`src/rtl/alu_op_sequencer.sv`:
```
// alu_op_sequencer
// Issue stage in front of a combinational ALU. A small register file supplies
// the operands. Each accepted command goes through three states:
// IDLE (accept), EXEC (capture the ALU result and write it back), and
// RESP (hold the response until it is consumed).
// Only one command is in flight at a time, so no hazard logic is needed.
// Optional feature: define ALU_SEQ_STICKY_CARRY_EN to get a sticky carry flag.
// When it is not defined, sticky_c is tied low and no flop is built for it.

module alu_op_sequencer #(
    parameter int WIDTH = 6,
    parameter int REGS  = 4,
    localparam int AW   = $clog2(REGS)
) (
    input  logic             clk,
    input  logic             rst,
    input  logic             cmd_valid,
    output logic             cmd_ready,
    input  logic [3:0]       cmd_op,
    input  logic [AW-1:0]    cmd_rd,
    input  logic [AW-1:0]    cmd_rs1,
    input  logic [AW-1:0]    cmd_rs2,
    input  logic             cmd_imm,
    input  logic [WIDTH-1:0] cmd_data,
    output logic [3:0]       alu_ctrl,
    output logic [WIDTH-1:0] alu_a,
    output logic [WIDTH-1:0] alu_b,
    input  logic [WIDTH-1:0] alu_out,
    input  logic             alu_carry,
    input  logic             alu_zero,
    output logic             resp_valid,
    input  logic             resp_ready,
    output logic [WIDTH-1:0] resp_data,
    output logic             resp_carry,
    output logic             resp_zero,
    output logic             sticky_c
);

    typedef enum logic [1:0] {
        ST_IDLE = 2'd0,
        ST_EXEC = 2'd1,
        ST_RESP = 2'd2
    } state_t;

    state_t           state_q;
    logic             cmd_ready_q;
    logic [3:0]       alu_ctrl_q;
    logic [WIDTH-1:0] alu_a_q;
    logic [WIDTH-1:0] alu_b_q;
    logic [AW-1:0]    rd_q;
    logic             resp_valid_q;
    logic [WIDTH-1:0] resp_data_q;
    logic             resp_carry_q;
    logic             resp_zero_q;
    logic [WIDTH-1:0] rf_q [REGS];

    logic             accept_d;
    logic             capture_d;
    logic [WIDTH-1:0] operand_a_d;
    logic [WIDTH-1:0] operand_b_d;

    // Operand selection and handshake qualifiers. Reads in IDLE see every
    // earlier writeback, because the write happens in EXEC, which is before
    // the next IDLE.
    always_comb begin
        accept_d    = (state_q == ST_IDLE) && cmd_ready_q && cmd_valid;
        capture_d   = (state_q == ST_EXEC);
        operand_a_d = rf_q[cmd_rs1];
        operand_b_d = cmd_imm ? cmd_data : rf_q[cmd_rs2];
    end

    // Register file: clears on reset and is written once per command in EXEC.
    // Reset wins over capture, so a command that is interrupted never writes.
    always_ff @(posedge clk) begin
        if (rst) begin
            for (int i = 0; i < REGS; i++) begin
                rf_q[i] <= '0;
            end
        end else if (capture_d) begin
            for (int i = 0; i < REGS; i++) begin
                if (rd_q == AW'(i)) begin
                    rf_q[i] <= alu_out;
                end
            end
        end
    end

    // Sequencing FSM. All outputs are registered and updated together with
    // the state.
    always_ff @(posedge clk) begin
        if (rst) begin
            state_q      <= ST_IDLE;
            cmd_ready_q  <= 1'b1;
            alu_ctrl_q   <= '0;
            alu_a_q      <= '0;
            alu_b_q      <= '0;
            rd_q         <= '0;
            resp_valid_q <= 1'b0;
            resp_data_q  <= '0;
            resp_carry_q <= 1'b0;
            resp_zero_q  <= 1'b0;
        end else begin
            case (state_q)
                ST_IDLE: begin
                    if (accept_d) begin
                        // The old register values become the operands, even
                        // when rd names one of the sources.
                        alu_ctrl_q  <= cmd_op;
                        alu_a_q     <= operand_a_d;
                        alu_b_q     <= operand_b_d;
                        rd_q        <= cmd_rd;
                        cmd_ready_q <= 1'b0;
                        state_q     <= ST_EXEC;
                    end
                end
                ST_EXEC: begin
                    resp_data_q  <= alu_out;
                    resp_carry_q <= alu_carry;
                    resp_zero_q  <= alu_zero;
                    resp_valid_q <= 1'b1;
                    state_q      <= ST_RESP;
                end
                ST_RESP: begin
                    // The response stays frozen until the consumer takes it.
                    // A command is only accepted on a later cycle.
                    if (resp_ready) begin
                        resp_valid_q <= 1'b0;
                        cmd_ready_q  <= 1'b1;
                        state_q      <= ST_IDLE;
                    end
                end
                default: begin
                    resp_valid_q <= 1'b0;
                    cmd_ready_q  <= 1'b1;
                    state_q      <= ST_IDLE;
                end
            endcase
        end
    end

`ifdef ALU_SEQ_STICKY_CARRY_EN
    logic sticky_q;

    // Sticky carry: an accepted op 1111 clears it, and any carry seen at
    // capture sets it. Accept and capture are in different states, so they
    // never happen in the same cycle.
    always_ff @(posedge clk) begin
        if (rst) begin
            sticky_q <= 1'b0;
        end else if (accept_d && (cmd_op == 4'b1111)) begin
            sticky_q <= 1'b0;
        end else if (capture_d && alu_carry) begin
            sticky_q <= 1'b1;
        end
    end

    assign sticky_c = sticky_q;
`else
    assign sticky_c = 1'b0;
`endif

    assign cmd_ready  = cmd_ready_q;
    assign alu_ctrl   = alu_ctrl_q;
    assign alu_a      = alu_a_q;
    assign alu_b      = alu_b_q;
    assign resp_valid = resp_valid_q;
    assign resp_data  = resp_data_q;
    assign resp_carry = resp_carry_q;
    assign resp_zero  = resp_zero_q;

endmodule

```
`config.mk`:
```
export PLATFORM = sky130hd
export DESIGN_NAME = alu_op_sequencer
export DESIGN_NICKNAME = d
export VERILOG_FILES = /design/src/rtl/alu_op_sequencer.sv
export SDC_FILE = /design/constraint.sdc
export NUM_CORES = 1
export LEC_CHECK = 0
export CAP_MARGIN = 20
export CORE_MARGIN = 2
export CORE_UTILIZATION = 53
export DETAILED_ROUTE_END_ITERATION = 10
export GPL_ROUTABILITY_DRIVEN = 0
export PLACE_DENSITY = 0.95
export SYNTH_ARGS = -nofsm -noshare
export SYNTH_HDL_FRONTEND = slang
export SYNTH_SLANG_ARGS = --single-unit
export TNS_END_PERCENT = 5
```
`constraint.sdc`:
```
create_clock -name clk -period 2.7 [get_ports clk]
set_input_delay 0.81 -clock clk [delete_from_list [all_inputs] [get_ports clk]]
set_output_delay 0.81 -clock clk [all_outputs]
set_load 0.01 [all_outputs]
```
==> qor_table.md, run 1 <==
| Parameter | Value | Unit |
| --- | --- | --- |
| Pin slew with the least headroom to its limit | 1.02 | ns |
| Fill cell instance count of the final layout | 303 | - |
| Mean Syn Cell Area | 10.9 | sq um |
| Status | completed | - |
| Port Buffers | 54 | - |
| Vias/cell | 5.54 | - |
| Number of sinks driven by the clock tree | 54 | - |
| Synthesis Warnings | 0 | - |
| Antenna violations before repair | 0 | - |
| Final critical path time including I/O delays and setup | 2.11 | ns |
| Via Count | 1790 | - |
| CTS H-tree lvls | 2 | - |
| Routed length on met1 | 2.13 | mm |
| Max-slew violation total from the final report | 0 | - |
| Mapped cell area | 2400 | sq um |
| Arrival time at the worst endpoint | 2.30 | ns |
| Setup repair after global routing missed its margin | false | - |
| CTS tree | yes | - |
| Wire length of the first global-routing pass | 8.24 | mm |
| Reg-to-reg endpoint | rf_q[0][3]$_SDFFCE_PN0P_ | - |
| Residual overflow from global routing | 0 | - |
| Crit Path Max Fanout | 12 | - |
| Number of buffers between clock root and the deepest sink | 2 | - |
| Fin Setup TNS | 0 | ns |
| Number of remaining DRC errors | 0 | - |
| Core area | 4350 | sq um |
| Fraction of layout instances using a drive strength above 1 | 12.2 | % |
| Number of buffers created by CTS | 5 | - |
| Top routing layer in use | met4 | - |
| I/O pin count | 56 | - |
| Post_cts resized | 0 | - |
| Area of the die | 5090 | sq um |
| Overall power after layout | 0.00164 | W |
| Share of the core filled with cells in the final layout | 69.8 | % |
| Final instance area | 3040 | sq um |
| Estimated wirelength of the detail-placed design | 3.75 | mm |
| Static Leakage | 1.08 | nW |
| Number of buffers added to fix hold violations after cts | 0 | - |
| Overall track demand over capacity in global routing | 20.7 | % |
| Worst reg2reg path depth | 2 | - |
| Post-DR wirelength/cell | 15.5 | microns |
| Critical path type | primary input to flop | - |
| 1st-iter DRT viols | 102 | - |
| Maximum number of pins on one net before global-route repair | 25 | - |
| Most frequently used flop master after synthesis | dfxtp_1 | - |
| Number of rows in the core area | 24 | - |
| Final setup fails | 0 | - |
| Clock slew seen by the registers of the worst setup and hold paths | 0.10 | ns |
| Worst Hold Class | flop to flop | - |
| Post-CTS repair timing setup buffer count | 0 | - |
| Area fraction of the dominant cell type after synthesis | 30.0 | % |
| Minimum setup slack among reg-to-reg paths | 0.64 | ns |
| Total nets after synthesis | 249 | - |
| Layout area overhead | 26.4 | % |
| Sequential cell area | 1320 | sq um |
| Die span in x | 71.3 | microns |
| Required time at the endpoint of the critical path | 2.89 | ns |
| Met2 WL post-DR | 2.57 | mm |
| Post-Syn Instances | 220 | - |
| Number of max-cap violations | 0 | - |
| CP Capture Type | flop | - |
| Post-synth top area cell | edfxtp_1 | - |
| Worst setup SP type | primary input | - |
| Initial DRT Pass Iterations | 5 | - |
| Final worst clock skew | 0.00553 | ns |
| Power per Cell Area | 539 | nW/um^2 |
| CTS root buffer | clkbuf_8 | - |
| Starting density of the core | 55.2 | % |
| Antenna fix cells | 0 | - |
| Rel. slew slack | 31.6 | % |
| Fin nets | 299 | - |
| Post-synth top cells | nand2_1 (42), dfxtp_1 (30), a21oi_1 (27) | - |
| Highest ir drop seen on vdd | 0.000346 | V |
| Worst-skew pair later-pin latency | 0.31 | ns |
| Launch point of the worst hold path | alu_a[4]$_SDFFE_PP0P_ | - |
| Number of flops mapped to enable cells by yosys | 24 | - |
| Vertical extent of the die | 71.3 | microns |
| Number of global-route vias before repair | 1742 | - |
| Cell area after placement | 2950 | sq um |
| Met3 routed wirelength | 237 | microns |
| Number of failing hold endpoints at the final stage | 0 | - |
| Final cycle utilization of the critical path | 78.2 | % |
| Endpoint of the worst hold-timing path | alu_a[4]$_SDFFE_PP0P_ | - |
| Startpoint of the worst register-to-register path | state_q[0]$_SDFFE_PP0P_ | - |
| Drt total wl | 5.02 | mm |
| Maximum clock frequency | 0.474 | GHz |
| Cell variety after synth | 30 | - |
| Area taken by multi-input logic gates | 986 | sq um |
| Flip-flop and latch count after synthesis | 54 | - |
| Largest cells by area after synthesis | edfxtp_1 (30%), dfxtp_1 (25%), nand2_1 (6.6%) | - |
| Sequential share of the synthesized area | 55.0 | % |
| Number of cells traversed by the worst hold path | 2 | - |
| Most used standard cell by instance count after synthesis | nand2_1 | - |
| DRT antenna net count | 0 | - |
| Fraction of registers with async set/reset | 0 | % |
-- flip-flops by register name, indices dropped and copies added (netlist names), 2 cells and up --
register and count:
alu_b 6, alu_ctrl 4, rf_q 24, state_q 2, rd_q 2, alu_a 6
resp_data 6
-- where the power goes --
group / switching [W] / internal (W) / leakage, nW
clock: 0.000263 / 0.000183 / 0.0422
combinational: 0.000116 / 0.000142 / 0.547
sequential: 0.0000320 / 0.000901 / 0.494
total: 0.000411 / 0.00123 / 1.08
-- routing by layer --
layer  track usage, %  vias to the layer above
met5                0                        -
met4             6.92                        0
met3             4.36                        8
met2             35.1                       55
met1             26.4                      850
li1                 -                      877
-- critical path, stage by stage --
cell	delay [ns]
clkdlybuf4s50_1	0.46
buf_4	0.21
mux2_4	0.32
a222oi_1	0.38
a21oi_1	0.12
-- cells in the final DEF, fill, tap and decap left out, drive strengths merged --
| cell type | n |
|---|---|
| clkdlybuf4s50 | 54 |
| nor2 | 8 |
| edfxtp | 24 |
| o2bb2ai | 1 |
| conb | 1 |
| and2 | 24 |
| clkbuf | 5 |
| mux4 | 6 |
| and4bb | 1 |
| a222oi | 6 |
| or3b | 1 |
| nand4bb | 1 |
| o21ai | 8 |
| o31ai | 2 |
| dfxtp | 30 |
| clkinv | 1 |
| mux2 | 12 |
| nand3b | 1 |
| nor3 | 3 |
| a21oi | 27 |
| o21a | 1 |
| clkinvlp | 1 |
| inv | 3 |
| nor2b | 2 |
| nand2 | 42 |
| nand2b | 2 |
| buf | 4 |
-- how the worst max path moves through the flow --
stage | to | depth (start not counted) | start | slack, ns
CTS | alu_b[3]$_SDFFE_PP0P_ | 5 | cmd_rs2[0] | 0.59
global placement | alu_b[0]$_SDFFE_PP0P_ | 5 | cmd_rs2[0] | 0.35
global route | rf_q[3][4]$_SDFFCE_PN0P_ | 4 | state_q[0]$_SDFFE_PP0P_ | 0.45
finish | alu_b[3]$_SDFFE_PP0P_ | 5 | cmd_rs2[0] | 0.59
detailed placement | rf_q[0][2]$_SDFFCE_PN0P_ | 5 | rst | 0.27
floorplan | rf_q[2][0]$_SDFFCE_PN0P_ | 4 | rst | 0.82
-- cell type report --
class                      count  share of cell area (%)
clock inverter                 3                   0.659
tap                           52                    2.14
inverter                       2                   0.247
timing repair buffer          58                    18.8
sequential                    54                    43.5
clock buffer                   5                    2.26
multi-input combinational    149                    32.4
-- through the flow --
stage          setup WS (ns)  std cells  hold WS, ns
4_1_cts                0.593        323        0.459
5_1_grt                0.452        323        0.473
2_1_floorplan          0.822        220        0.481
3_3_place_gp           0.352        315        0.441
6_report               0.590        323        0.457
3_5_place_dp           0.272        315        0.447
-- logic make-up (layout without fill, tap and decap cells) --
family | count (synthesis) | in the layout | synth area share (%)
muxes | 18 | 18 | 11.7
DFF | 54 | 54 | 55.0
AOI/OAI and AO/OA | 45 | 45 | 11.1
buffers and inverters | 17 | 68 | 4.01
and+or+nand+nor | 85 | 85 | 18.1
other | 1 | 1 | 0.156
(Power assumes the default switching activity.)
==> run 2, diff against run 1 <==
Settings changed: CORE_UTILIZATION 53 to 45, PLACE_DENSITY 0.95 to 0.87.
Clock period 2.7 ns to 1.9 ns, I/O delays scaled along.
==> run 2 against run 1 <==
Effect of this change:
- sequential cell count did not move
- sequential share of layout area is 2.7 points lower
- register-to-register slack got worse by 0.52 ns
- worst hold slack better by 0.00092 ns
==> qor_table.md, run 2 (synthesized netlist as in run 1, its figures left out) <==
| Parameter | Value | Unit | vs previous |
| --- | --- | --- | --- |
| Number of rows in the core area | 26 | - | +8.3% |
| Arrival time at the worst endpoint | 2.00 | ns | -0.30 ns |
| Number of buffers created by CTS | 5 | - | unchanged |
| Cells after DPL | 347 | - | +10% |
| Pin slew with the least headroom to its limit | 1.04 | ns | +0.0179 ns |
| Estimated wirelength of the detail-placed design | 4.03 | mm | +7.6% |
| Maximum number of pins on one net before global-route repair | 25 | - | unchanged |
| Maximum clock frequency | 0.551 | GHz |  |
| Status | completed | - |  |
| Final standard cell count with taps included and fillers excluded | 355 | - | +9.9% |
| Starting density of the core | 46.8 | % | -8.4 points |
| CTS tree | yes | - |  |
| Die span in x | 77.1 | microns | +8.1% |
| Sequence of cells on the critical path | clkdlybuf4s50_1, buf_12, mux2_2, a222oi_1, a21oi_1 | - |  |
| Largest reg by FF count | rf_q | - |  |
| Residual overflow from global routing | 0 | - | unchanged |
| Endpoint of the worst hold-timing path | resp_data[5]$_SDFFE_PP0P_ | - |  |
| CTS root buffer | clkbuf_8 | - |  |
| CTS H-tree lvls | 2 | - | unchanged |
| Via Count | 1846 | - | +3.1% |
| Flip-flop count of the largest register, all copies and words added | 24 | - | unchanged |
| Number of remaining DRC errors | 0 | - | unchanged |
| Final cycle utilization of the critical path | 95.5 | % |  |
| Number of sinks driven by the clock tree | 54 | - | unchanged |
| Static Leakage | 1.19 | nW | +9.7% |
| Fraction of layout instances using a drive strength above 1 | 16.8 | % | +4.7 points |
| Number of buffers added to fix hold violations after cts | 0 | - | unchanged |
| Final setup fails | 0 | - | unchanged |
| Clock slew seen by the registers of the worst setup and hold paths | 0.10 | ns | about the same |
| Top routing layer in use | met4 | - |  |
| Number of global-route vias before repair | 1903 | - | +9.2% |
| Worst Hold Class | flop to flop | - |  |
| Met2 WL post-DR | 2.64 | mm | +2.7% |
| Launch point of the worst hold path | resp_data[5]$_SDFFE_PP0P_ | - |  |
| Post-DR wirelength/cell | 14.9 | microns | -4.2% |
| Rel. slew slack | 30.4 | % | -1.2 points |
| Overall power after layout | 0.00253 | W | +55% |
| Overall track demand over capacity in global routing | 19.4 | % | -1.3 points |
| Worst setup SP type | primary input | - |  |
| Required time at the endpoint of the critical path | 2.09 | ns | -0.80 ns |
| 1st-iter DRT viols | 158 | - | +55% |
| Startpoint of the worst register-to-register path | rd_q[0]$_SDFFE_PP0P_ | - |  |
| Vertical extent of the die | 77.1 | microns | +8.1% |
| Fin Setup TNS | 0 | ns | unchanged |
| Power per Cell Area | 780 | nW/um^2 | +45% |
| Worst-skew pair later-pin latency | 0.30 | ns | about the same |
| Area of the die | 5940 | sq um | +17% |
| Max-slew violation total from the final report | 0 | - | unchanged |
| DRT antenna net count | 0 | - | unchanged |
| CP Capture Type | flop | - |  |
| Minimum setup slack among reg-to-reg paths | 0.12 | ns | -0.52 ns |
| Crit Path Max Fanout | 12 | - | unchanged |
| Final critical path time including I/O delays and setup | 1.82 | ns |  |
| Initial DRT Pass Iterations | 4 | - | -1 |
| Reg-to-reg endpoint | rf_q[1][0]$_SDFFCE_PN0P_ | - |  |
| Library cell contributing the largest single delay on the critical path | clkdlybuf4s50_1 | - |  |
| Setup repair after global routing missed its margin | false | - |  |
| Number of failing hold endpoints at the final stage | 0 | - | unchanged |
| Core area | 5140 | sq um | +18% |
| Number of max-cap violations | 0 | - | unchanged |
| Antenna fix cells | 0 | - | unchanged |
| Wire length of the first global-routing pass | 9.22 | mm | +12% |
| Fin nets | 313 | - | +4.7% |
| I/O pin count | 56 | - | unchanged |
| Antenna violations before repair | 0 | - | unchanged |
| Post_cts resized | 0 | - | unchanged |
| Layout area overhead | 34.9 | % |  |
| Top library cells by usage in the layout, fill and taps aside | clkdlybuf4s50_1 (54), nand2_1 (42), dfxtp_1 (30) | - |  |
| Buffers & Inverters on Critical Path | 2 | - | unchanged |
| Vias/cell | 5.20 | - | -6.2% |
| Kind of cell with the highest combined delay on the critical path | buffers and inverters | - |  |
| Met3 routed wirelength | 310 | microns | +31% |
| Number of cells traversed by the worst hold path | 2 | - | unchanged |
| Most common cell after layout, fill and taps aside | clkdlybuf4s50_1 | - |  |
| Final worst clock skew | 0.00586 | ns | +0.000330 ns |
| Critical path type | primary input to flop | - |  |
| Longest individual stage delay on the worst path | 0.51 | ns | +0.05 ns |
| Number of buffers between clock root and the deepest sink | 2 | - | unchanged |
| Highest ir drop seen on vdd | 0.000382 | V | +10% |
| Routed length on met1 | 2.28 | mm | +7.1% |
| Port Buffers | 54 | - | unchanged |
| Drt total wl | 5.29 | mm | +5.3% |
| Worst reg2reg path depth | 2 | - | unchanged |
[run 2: changes by cell type in the layout (fill, tap and decap cells not counted), sizes merged]
cell,change
buf,+14
clkbuf,+2
clkinvlp,-1
inv,-1
[run 2: metal layers]
metal  vias to the layer above  GRT usage [%]
li1                        907              -
met3                         5           3.65
met1                       877           24.3
met5                         -              0
met4                         0           7.32
met2                        57           33.2
[run 2: cell type report]
cell class / instances / area [sq um]
clock buffers: 7 / 119
clock inverters: 1 / 8.76
fillers: 420 / 1900
inverters: 2 / 7.51
multi-input cells: 149 / 986
flip-flops and latches: 54 / 1320
well taps: 70 / 87.6
repair buffers: 72 / 713
[run 2: where the power goes]
part | leakage, nW | switching [W] | internal [W]
Clock | 0.0647 | 0.000375 | 0.000422
Combinational | 0.630 | 0.000179 | 0.000235
Sequential | 0.494 | 0.0000399 | 0.00128
Total | 1.19 | 0.000594 | 0.00194
[run 2: per-stage QoR]
step | utilization, % | worst slack [ns] | hold slack, ns | area, sq um
after global placement | 60.6 | -0.172 | 0.440 | 3120
after floorplan | - | 0.243 | 0.481 | 2400
final | 63.1 | 0.0848 | 0.458 | 3240
after CTS | 63.1 | 0.0754 | 0.461 | 3240
after detailed placement | 60.6 | -0.262 | 0.448 | 3120
after global routing | 63.1 | 0.00743 | 0.483 | 3240
[run 2: worst max path at each step]
stage	cells past startpoint	slack (ns)	to	from
floorplan	4	0.24	rf_q[0][0]$_SDFFCE_PN0P_	state_q[1]$_SDFFE_PP0P_
global placement	5	-0.17	alu_b[0]$_SDFFE_PP0P_	cmd_rs2[0]
detailed placement	5	-0.26	alu_b[0]$_SDFFE_PP0P_	cmd_rs2[0]
CTS	5	0.08	alu_b[1]$_SDFFE_PP0P_	cmd_rs2[0]
global route	5	0.007	alu_b[0]$_SDFFE_PP0P_	cmd_rs2[0]
finish	5	0.08	alu_b[0]$_SDFFE_PP0P_	cmd_rs2[0]
[run 2: what timing repair did]
item,4_1_cts,5_1_grt
hold endpoints to repair,0,0
buffers inserted,0,0
endpoints found under the setup margin,0,1
[run 2: worst reg2reg max path, stage by stage (launching register included)]
cell,delay [ns]
dfxtp_1,0.45
inv_1,0.08
o31ai_1,0.87
==> run 3, diff against run 2 <==
Settings changed: CTS_CLUSTER_DIAMETER set to 120.
==> results of run 3 <==
Same layout as run 2: the final DEF is identical, and so are final timing and power.
